**config.mk**
```make
export PLATFORM = sky130hd
export DESIGN_NAME = config_load_sequencer
export DESIGN_NICKNAME = d
export VERILOG_FILES = /design/src/rtl/config_load_sequencer.sv
export SDC_FILE = /design/constraint.sdc
export NUM_CORES = 1
export LEC_CHECK = 0
export BUFFER_PORTS_ARGS = -buffer_cell sky130_fd_sc_hd__buf_4
export CORE_AREA = 3 3 78 80
export DETAILED_ROUTE_END_ITERATION = 12
export DIE_AREA = 0 0 81 83
export PLACE_DENSITY_LB_ADDON = 0.1
export SLEW_MARGIN = 20
export SYNTH_ARGS = -nofsm -noshare
export SYNTH_HDL_FRONTEND = slang
export SYNTH_SLANG_ARGS = --single-unit
```
**constraint.sdc**
```tcl
create_clock -name Clk -period 4.3 [get_ports Clk]
set_clock_uncertainty 0.2 [all_clocks]
set_input_delay 0 -clock Clk [delete_from_list [all_inputs] [get_ports Clk]]
set_output_delay 0 -clock Clk [all_outputs]
set_load 0.01 [all_outputs]
```
**src/rtl/config_load_sequencer.sv**
```systemverilog
// config_load_sequencer: turns one load request into chip reset, register select, start pulse,
// done wait with timeout/retry and an optional second pass. SEQ_LOAD_STATUS_COUNTER_EN adds LoadStatusCount.
module config_load_sequencer #(
  parameter int unsigned TIMEOUT_CYCLES     = 200000,
  parameter int unsigned MAX_RETRY          = 2,
  parameter int unsigned RESET_PULSE_CYCLES = 16,
  parameter int unsigned SETTLE_CYCLES      = 8
) (
  input  logic        Clk,
  input  logic        Reset,
  input  logic        LoadRequest,
  input  logic [1:0]  LoadMode,
  input  logic        ChipResetEnable,
  input  logic        Abort,
  input  logic        ParameterLoadDone,
  output logic        MicrorocReset,
  output logic        SlowControlOrReadScopeSelect,
  output logic        ParameterLoadStart,
  output logic        Busy,
  output logic        LoadDone,
  output logic        LoadError,
  output logic [1:0]  RetryCount,
  output logic [15:0] LoadStatusCount
);
  localparam int unsigned TW  = $clog2(TIMEOUT_CYCLES) + 1;
  localparam int unsigned RPW = $clog2(RESET_PULSE_CYCLES) + 1;
  localparam int unsigned SW  = $clog2(SETTLE_CYCLES) + 1;
  localparam int unsigned RW  = $clog2(MAX_RETRY + 1) + 2;

  typedef enum logic [3:0] {
    S_IDLE, S_CHIP_RESET, S_SELECT, S_SETTLE, S_START,
    S_WAIT_DONE, S_NEXT, S_FINISH, S_ERROR
  } state_t;

  state_t         r_state, w_next;
  logic           r_sync1, r_sync2, r_sync3, r_done_edge;
  logic [1:0]     r_mode;
  logic           r_pass;
  logic           r_error;
  logic [RW-1:0]  r_retry;
  logic [RPW-1:0] r_rst_cnt;
  logic [SW-1:0]  r_set_cnt;
  logic [TW-1:0]  r_to_cnt;
  logic           w_timeout;
  logic           w_can_retry;
  logic           w_pass_sel;

  // Two-flop synchroniser; the registered edge lands 3 Clk cycles after the source rises.
  always_ff @(posedge Clk) begin
    if (Reset) begin
      r_sync1     <= 1'b0;
      r_sync2     <= 1'b0;
      r_sync3     <= 1'b0;
      r_done_edge <= 1'b0;
    end else begin
      r_sync1     <= ParameterLoadDone;
      r_sync2     <= r_sync1;
      r_sync3     <= r_sync2;
      r_done_edge <= r_sync2 & ~r_sync3;
    end
  end

  assign w_timeout   = (r_state == S_WAIT_DONE) && (r_to_cnt <= TW'(1));
  assign w_can_retry = r_retry < RW'(MAX_RETRY);

  always_comb begin
    w_next = r_state;
    case (r_state)
      S_IDLE:       if (LoadRequest) w_next = ChipResetEnable ? S_CHIP_RESET : S_SELECT;
      S_CHIP_RESET: if (r_rst_cnt == '0) w_next = S_SELECT;
      S_SELECT:     w_next = S_SETTLE;
      S_SETTLE:     if (r_set_cnt == '0) w_next = S_START;
      S_START:      w_next = S_WAIT_DONE;
      S_WAIT_DONE: begin
        if (r_done_edge)    w_next = S_NEXT;
        else if (w_timeout) w_next = w_can_retry ? S_START : S_ERROR;
      end
      S_NEXT:       w_next = (r_mode == 2'b10 && !r_pass) ? S_SELECT : S_FINISH;
      S_FINISH:     w_next = S_IDLE;
      S_ERROR:      w_next = S_IDLE;
      default:      w_next = S_IDLE;
    endcase
    if (Abort) w_next = S_IDLE;
  end

  always_ff @(posedge Clk) begin
    if (Reset) begin
      r_state   <= S_IDLE;
      r_mode    <= '0;
      r_pass    <= 1'b0;
      r_error   <= 1'b0;
      r_retry   <= '0;
      r_rst_cnt <= '0;
      r_set_cnt <= '0;
      r_to_cnt  <= '0;
    end else begin
      r_state <= w_next;
      if (!Abort) begin
        case (r_state)
          S_IDLE: if (LoadRequest) begin
            r_mode    <= (LoadMode == 2'b11) ? 2'b00 : LoadMode;
            r_error   <= 1'b0;
            r_retry   <= '0;
            r_pass    <= 1'b0;
            r_rst_cnt <= RPW'(RESET_PULSE_CYCLES - 1);
          end
          S_CHIP_RESET: if (r_rst_cnt != '0) r_rst_cnt <= r_rst_cnt - RPW'(1);
          S_SELECT:     r_set_cnt <= SW'(SETTLE_CYCLES - 1);
          S_SETTLE:     if (r_set_cnt != '0) r_set_cnt <= r_set_cnt - SW'(1);
          S_START:      r_to_cnt <= TW'(TIMEOUT_CYCLES);
          S_WAIT_DONE: begin
            if (r_to_cnt != '0) r_to_cnt <= r_to_cnt - TW'(1);
            if (!r_done_edge && w_timeout) begin
              if (w_can_retry) r_retry <= r_retry + RW'(1);
              else             r_error <= 1'b1;
            end
          end
          S_NEXT: if (r_mode == 2'b10 && !r_pass) begin
            r_pass  <= 1'b1;
            r_retry <= '0;
          end
          default: ;
        endcase
      end
    end
  end

  // Select holds its pass value from SELECT through NEXT and rests at slow control otherwise.
  always_comb begin
    w_pass_sel = r_pass ? 1'b0 : (r_mode != 2'b01);
    case (r_state)
      S_SELECT, S_SETTLE, S_START, S_WAIT_DONE, S_NEXT: SlowControlOrReadScopeSelect = w_pass_sel;
      default: SlowControlOrReadScopeSelect = 1'b1;
    endcase
  end

  assign MicrorocReset      = (r_state == S_CHIP_RESET);
  assign ParameterLoadStart = (r_state == S_START);
  assign Busy               = (r_state != S_IDLE);
  assign LoadDone           = (r_state == S_FINISH);
  assign LoadError          = r_error;
  assign RetryCount         = (r_retry > RW'(3)) ? 2'd3 : r_retry[1:0];

`ifdef SEQ_LOAD_STATUS_COUNTER_EN
  logic [15:0] r_status_cnt;
  always_ff @(posedge Clk) begin
    if (Reset) r_status_cnt <= '0;
    else if (LoadDone && r_status_cnt != '1) r_status_cnt <= r_status_cnt + 16'd1;
  end
  assign LoadStatusCount = r_status_cnt;
`else
  assign LoadStatusCount = '0;
`endif

endmodule

```
Yosys cells after proc, flatten, opt, wreduce, memory -nomap -nowiden --
Cells that the tools add are included.
Word-level totals: register bits after elaboration 44, output and inout port bits 24, logic and storage cells 102, input port bits 8
Cells by class: reduce and logical (&&, ||, !) cells 28, $lt $le $gt $ge 3, equality and inequality tests 21, add/subtract/negate cells 4, bitwise operators 3, mux-type cells 31
Operators with widths (number):
- 4-bit 2-to-1 mux | 11
- 19-bit one-hot mux with 2 select lines | 1
- 4-bit one-hot mux with 7 select lines | 1
- 19-bit by 1-bit <= comparator with 1-bit output (second input constant) | 1
- 19-bit 2-to-1 mux | 1
- 19-bit nonzero test | 1
- 19-bit by 1-bit subtractor with 19-bit output (second input constant) | 1
- 4-bit by 3-bit == test with 1-bit output (second input constant) | 4
- 2-bit != test (second input constant) | 6
- 4-bit one-hot mux with 3 select lines | 1
- 4-bit AND reduction | 3
- 5-bit 2-to-1 mux | 2
- 2-bit by 1-bit != test with 1-bit output (second input constant) | 5
- 5-bit one-hot mux with 2 select lines | 1
- 2-bit nonzero test | 5
- 3-bit AND reduction | 3
- 4-bit by 2-bit == test with 1-bit output (second input constant) | 2
- 4-bit zero test | 2
- 4-bit one-hot mux with 2 select lines | 1
- 4-bit nonzero test | 2
- 1-bit 2-to-1 mux | 6
- 2-bit 2-to-1 mux | 3
- 6-bit AND reduction | 1
- 5-bit zero test | 1
- other kinds (19) | 25

Logic depth before layout (Yosys ltp) --
depth in word-level cells 5, mapped depth 7, gate-level depth less buffers 7

Worst setup path after synthesis --
No wires, ideal clock.
path type flip-flop to flip-flop, from reg r_to_cnt[0], to reg r_to_cnt[14], buffers on the path 0, data arrival time 1794 ps, path slack 2179 ps, required time 3972 ps, cell stages (with the launch flop) 8, library setup time 128 ps, clock period less this slack 2121 ps, cell sequence dfxtp_1 > inv_1 > ha_1 > nor3b_1 > nand3_1 > a2111oi_2 > xnor2_1 > nor2_1
Between the ends: word-level cells in the longest chain between the ends 3, elaborated cells between the ends (all ways) 6, classes of those cells add/sub: 1; eq/ne: 1; mux: 2; reduce/logical: 2
Ends and longest elaborated chain:
- from (decl) | line 43 | logic [TW-1:0] r_to_cnt;
- from (signal assigned) | line 110 | S_START: r_to_cnt <= TW'(TIMEOUT_CYCLES);
- from (signal assigned) | line 112 | if (r_to_cnt != '0) r_to_cnt <= r_to_cnt - TW'(1);
- 19-bit by 1-bit subtractor with 19-bit output or 19-bit nonzero test (tied branches) | line 112
- 19-bit 2-to-1 mux or 2-bit by 1-bit != test with 1-bit output (tied branches)
- 19-bit one-hot mux with 2 select lines or 3-bit AND reduction (tied branches)
Several ways; a longest one is shown, not always the timed one. The select of a mux whose other input is x is not followed. A chain may end at the register's enable or synchronous reset.

Final worst setup path --
from reg r_state[0], to reg r_mode[1]
Between the ends: word-level cells in the longest chain between the ends 2
Ends and longest elaborated chain:
- from (decl) | line 35 | state_t r_state, w_next;
- from (signal assigned) | line 97 | r_state <= w_next;
- 4-bit zero test | line 99 | case (r_state)
- 3-bit AND reduction (no line)
- to (signal assigned) | line 101 | r_mode <= (LoadMode == 2'b11) ? 2'b00 : LoadMode;
- to (decl) | line 37 | logic [1:0] r_mode;
No other way between the ends.

==> flow_summary.ini <==
[critical_path]
worstPathRequired_ns = 4.35
crit_family = simple AND/OR/NAND/NOR gates
cp_num_buf_inv = 2
crit_chain = nor3_1 > and3_1 > nand3b_1 > dlygate4sd3_1 > a21oi_1 > dlygate4sd3_1
crit_type = register to register
cpMostUsedCell = dlygate4sd3_1
arrival_ns = 3.36
worstSetupEndpointType = register
cp_slowest_cell = nor3_1
start_kind = register
crit_fanout = 17
max_stage_delay_ns = 0.73

[yosys]
synth_top_area_cell = dfxtp_1
synthDistinctLibCells = 59
ys.flop_type = dfxtp_1
synth_area_leaders = dfxtp_1, buf_4, nor2_1, xnor2_1, a2111oi_4
yosys_warnings = 0
synth_edf_count = 0
syn_inst = 308
ys_seq_area_share_pct = 32.7
yosysTopAreaCellShare_pct = 32.7
syn-cell-area_sq_um = 2690
async_flop_share_pct = 0
ys_ff_latch = 44
synth.avg_cell_area_sq_um = 8.74

[placement]
globalplace.congestion = 0.854
pre_cts_ws_ns = 1.64
place_area_sq_um = 2750
dp_hpwl_um = 3770
placedCellCount = 379
io_buffers = 15

[drt]
avgViaCountPerCell = 5.37
firstDrtPassIters = 4
routed_wl_um = 5300
drc = 0
drt-initial-drc-count = 170
wl_per_cell_um = 13.3
via_count = 2142
ant_nets = 0

[timing]
hold-worst-slack_ns = 0.183
worst_slack_ns = 0.988
timing.fmax_ghz = 0.302
slew_viol_final = 0
rsz0062_at_grt = false
finalSetupViolations = 0
timing.setup.tns_ns = 0
tightestPinTransition_ns = 0.810
period_share_pct = 77.0
period_minus_slack_ns = 3.31
hold_viol_final = 0
relSlewSlack_pct = 45.6

[cts]
htree_levels = 2
cts-buffers-inserted = 5
clock_latency_ns = 0.30
post-cts-setup-buffers = 0
clk_pin_slew_worst_paths_ns = 0.08
cts-root-buf = clkbuf_8
clock-sinks = 44
cts_tree = done
cts_buffer_depth = 2
cts_resized = 0

[power_and_ir_drop]
p_per_area_nw_per_um2 = 264
p_leak_nw = 1.17
vdd_ir_drop_max_v = 0.000182
finalPower_mw = 0.783

[global_route]
grt_pass1_wl_um = 9040
overflow = 0
grt_pass1_vias = 1949
grt_use_total_pct = 16.9
antenna_found_initial = 0
grt_max_degree = 27

[layout]
fin_util_pct = 54.2
synthToLayoutAreaGrowth_pct = 10.1
nets = 341
layout_commonest_cell = dfxtp_1
final_cell_mix = dfxtp_1, nor2_1, nand2_1
fin_cells = 399
fin_area_sq_um = 2970
antenna_cells = 0
layout-drive-gt1-share_pct = 13.8

[floorplanning]
start_util_pct = 49.2
die_w_um = 81
io_pins = 32
num_rows = 27
core_sq_um = 5470
die_y_um = 83
die_area_sq_um = 6720

[worst_hold_path]
hp-class = register to register

[flow_run]
max-cap-violations = 0

[status]
outcome = completed
[cells in the mapped netlist (2+ instances only)]
cell type  instances
xor2_1             2
buf_6              2
buf_4             18
nor4_1             4
a2111oi_2          5
nand3b_1           4
and4_1             2
nor2_1            32
nand3_1            6
nor2b_1            9
a2111oi_4          4
a21oi_1           16
buf_2              3
nor3_2             2
dfxtp_1           44
clkbuf_1           9
a311oi_1           6
nand2b_1           4
or4b_4             2
nor4bb_1           2
a211oi_1          11
inv_1             18
or2_2              2
a31oi_1            3
ha_1               7
nand2_1           19
or3_1              4
nand4_1            2
nor3b_1            3
xnor2_1           13
o31ai_1            3
and3_1             2
o21ai_0            5
nor3_1            15
[report_power, final]
group	total (mW)	switching [mW]	leakage, nW	internal (mW)
clock network	0.270	0.142	0.0510	0.128
registers	0.425	0.0102	0.356	0.415
logic	0.0873	0.0515	0.766	0.0359
total	0.783	0.204	1.17	0.579
[registers in the layout, indices dropped and copies added, names as in the netlist]
register	cells
r_retry	4
r_sync2	1
r_rst_cnt	5
r_sync1	1
r_to_cnt	19
r_mode	2
r_pass	1
LoadError	1
r_set_cnt	4
r_done_edge	1
r_sync3	1
r_state	4
[area by class of cell]
type | count | area, sq um
fillers | 544 | 2510
repair buffers | 28 | 240
clock buffers | 6 | 82.6
inverters | 18 | 67.6
multi-input cells | 229 | 1590
clock inverters | 2 | 10.0
flip-flops and latches | 44 | 881
well taps | 72 | 90.1
[per-layer routing]
metal / wire (um) / GRT usage (%) / vias to the layer above
met1: 2570 / 22.1 / 988
met3: 189 / 5.10 / 7
met4: 84 / 4.76 / 0
met5: 0 / 0 / -
met2: 2460 / 26.7 / 37
li1: - / - / 1110
[timing repair]
action | CTS | global route
hold buffers | 12 | 0
hold endpoints to repair | 29 | 0
setup endpoints to repair | 0 | 0
[worst paths after layout]
kind              startpoint           to  slack, ns  depth (start not counted)
hold reg to reg      r_sync3  r_done_edge       0.18                          1
setup reg to reg  r_state[0]    r_mode[1]       0.99                          6
hold / removal       r_sync3  r_done_edge       0.18                          1
setup / recovery  r_state[0]    r_mode[1]       0.99                          6
[logic make-up after synthesis]
family / count (synthesis) / share of synthesized area [%]
AO/OA/AOI/OAI: 66 / 21.9
multiplexers: 1 / 0.372
adder cells (fa/ha/maj): 7 / 3.25
other: 1 / 0.139
AND/OR/NAND/NOR: 124 / 26.5
flip-flops: 44 / 32.7
buffers and inverters: 50 / 10.2
XOR/XNOR: 15 / 4.88
Power figures use the tool's default switching activity.
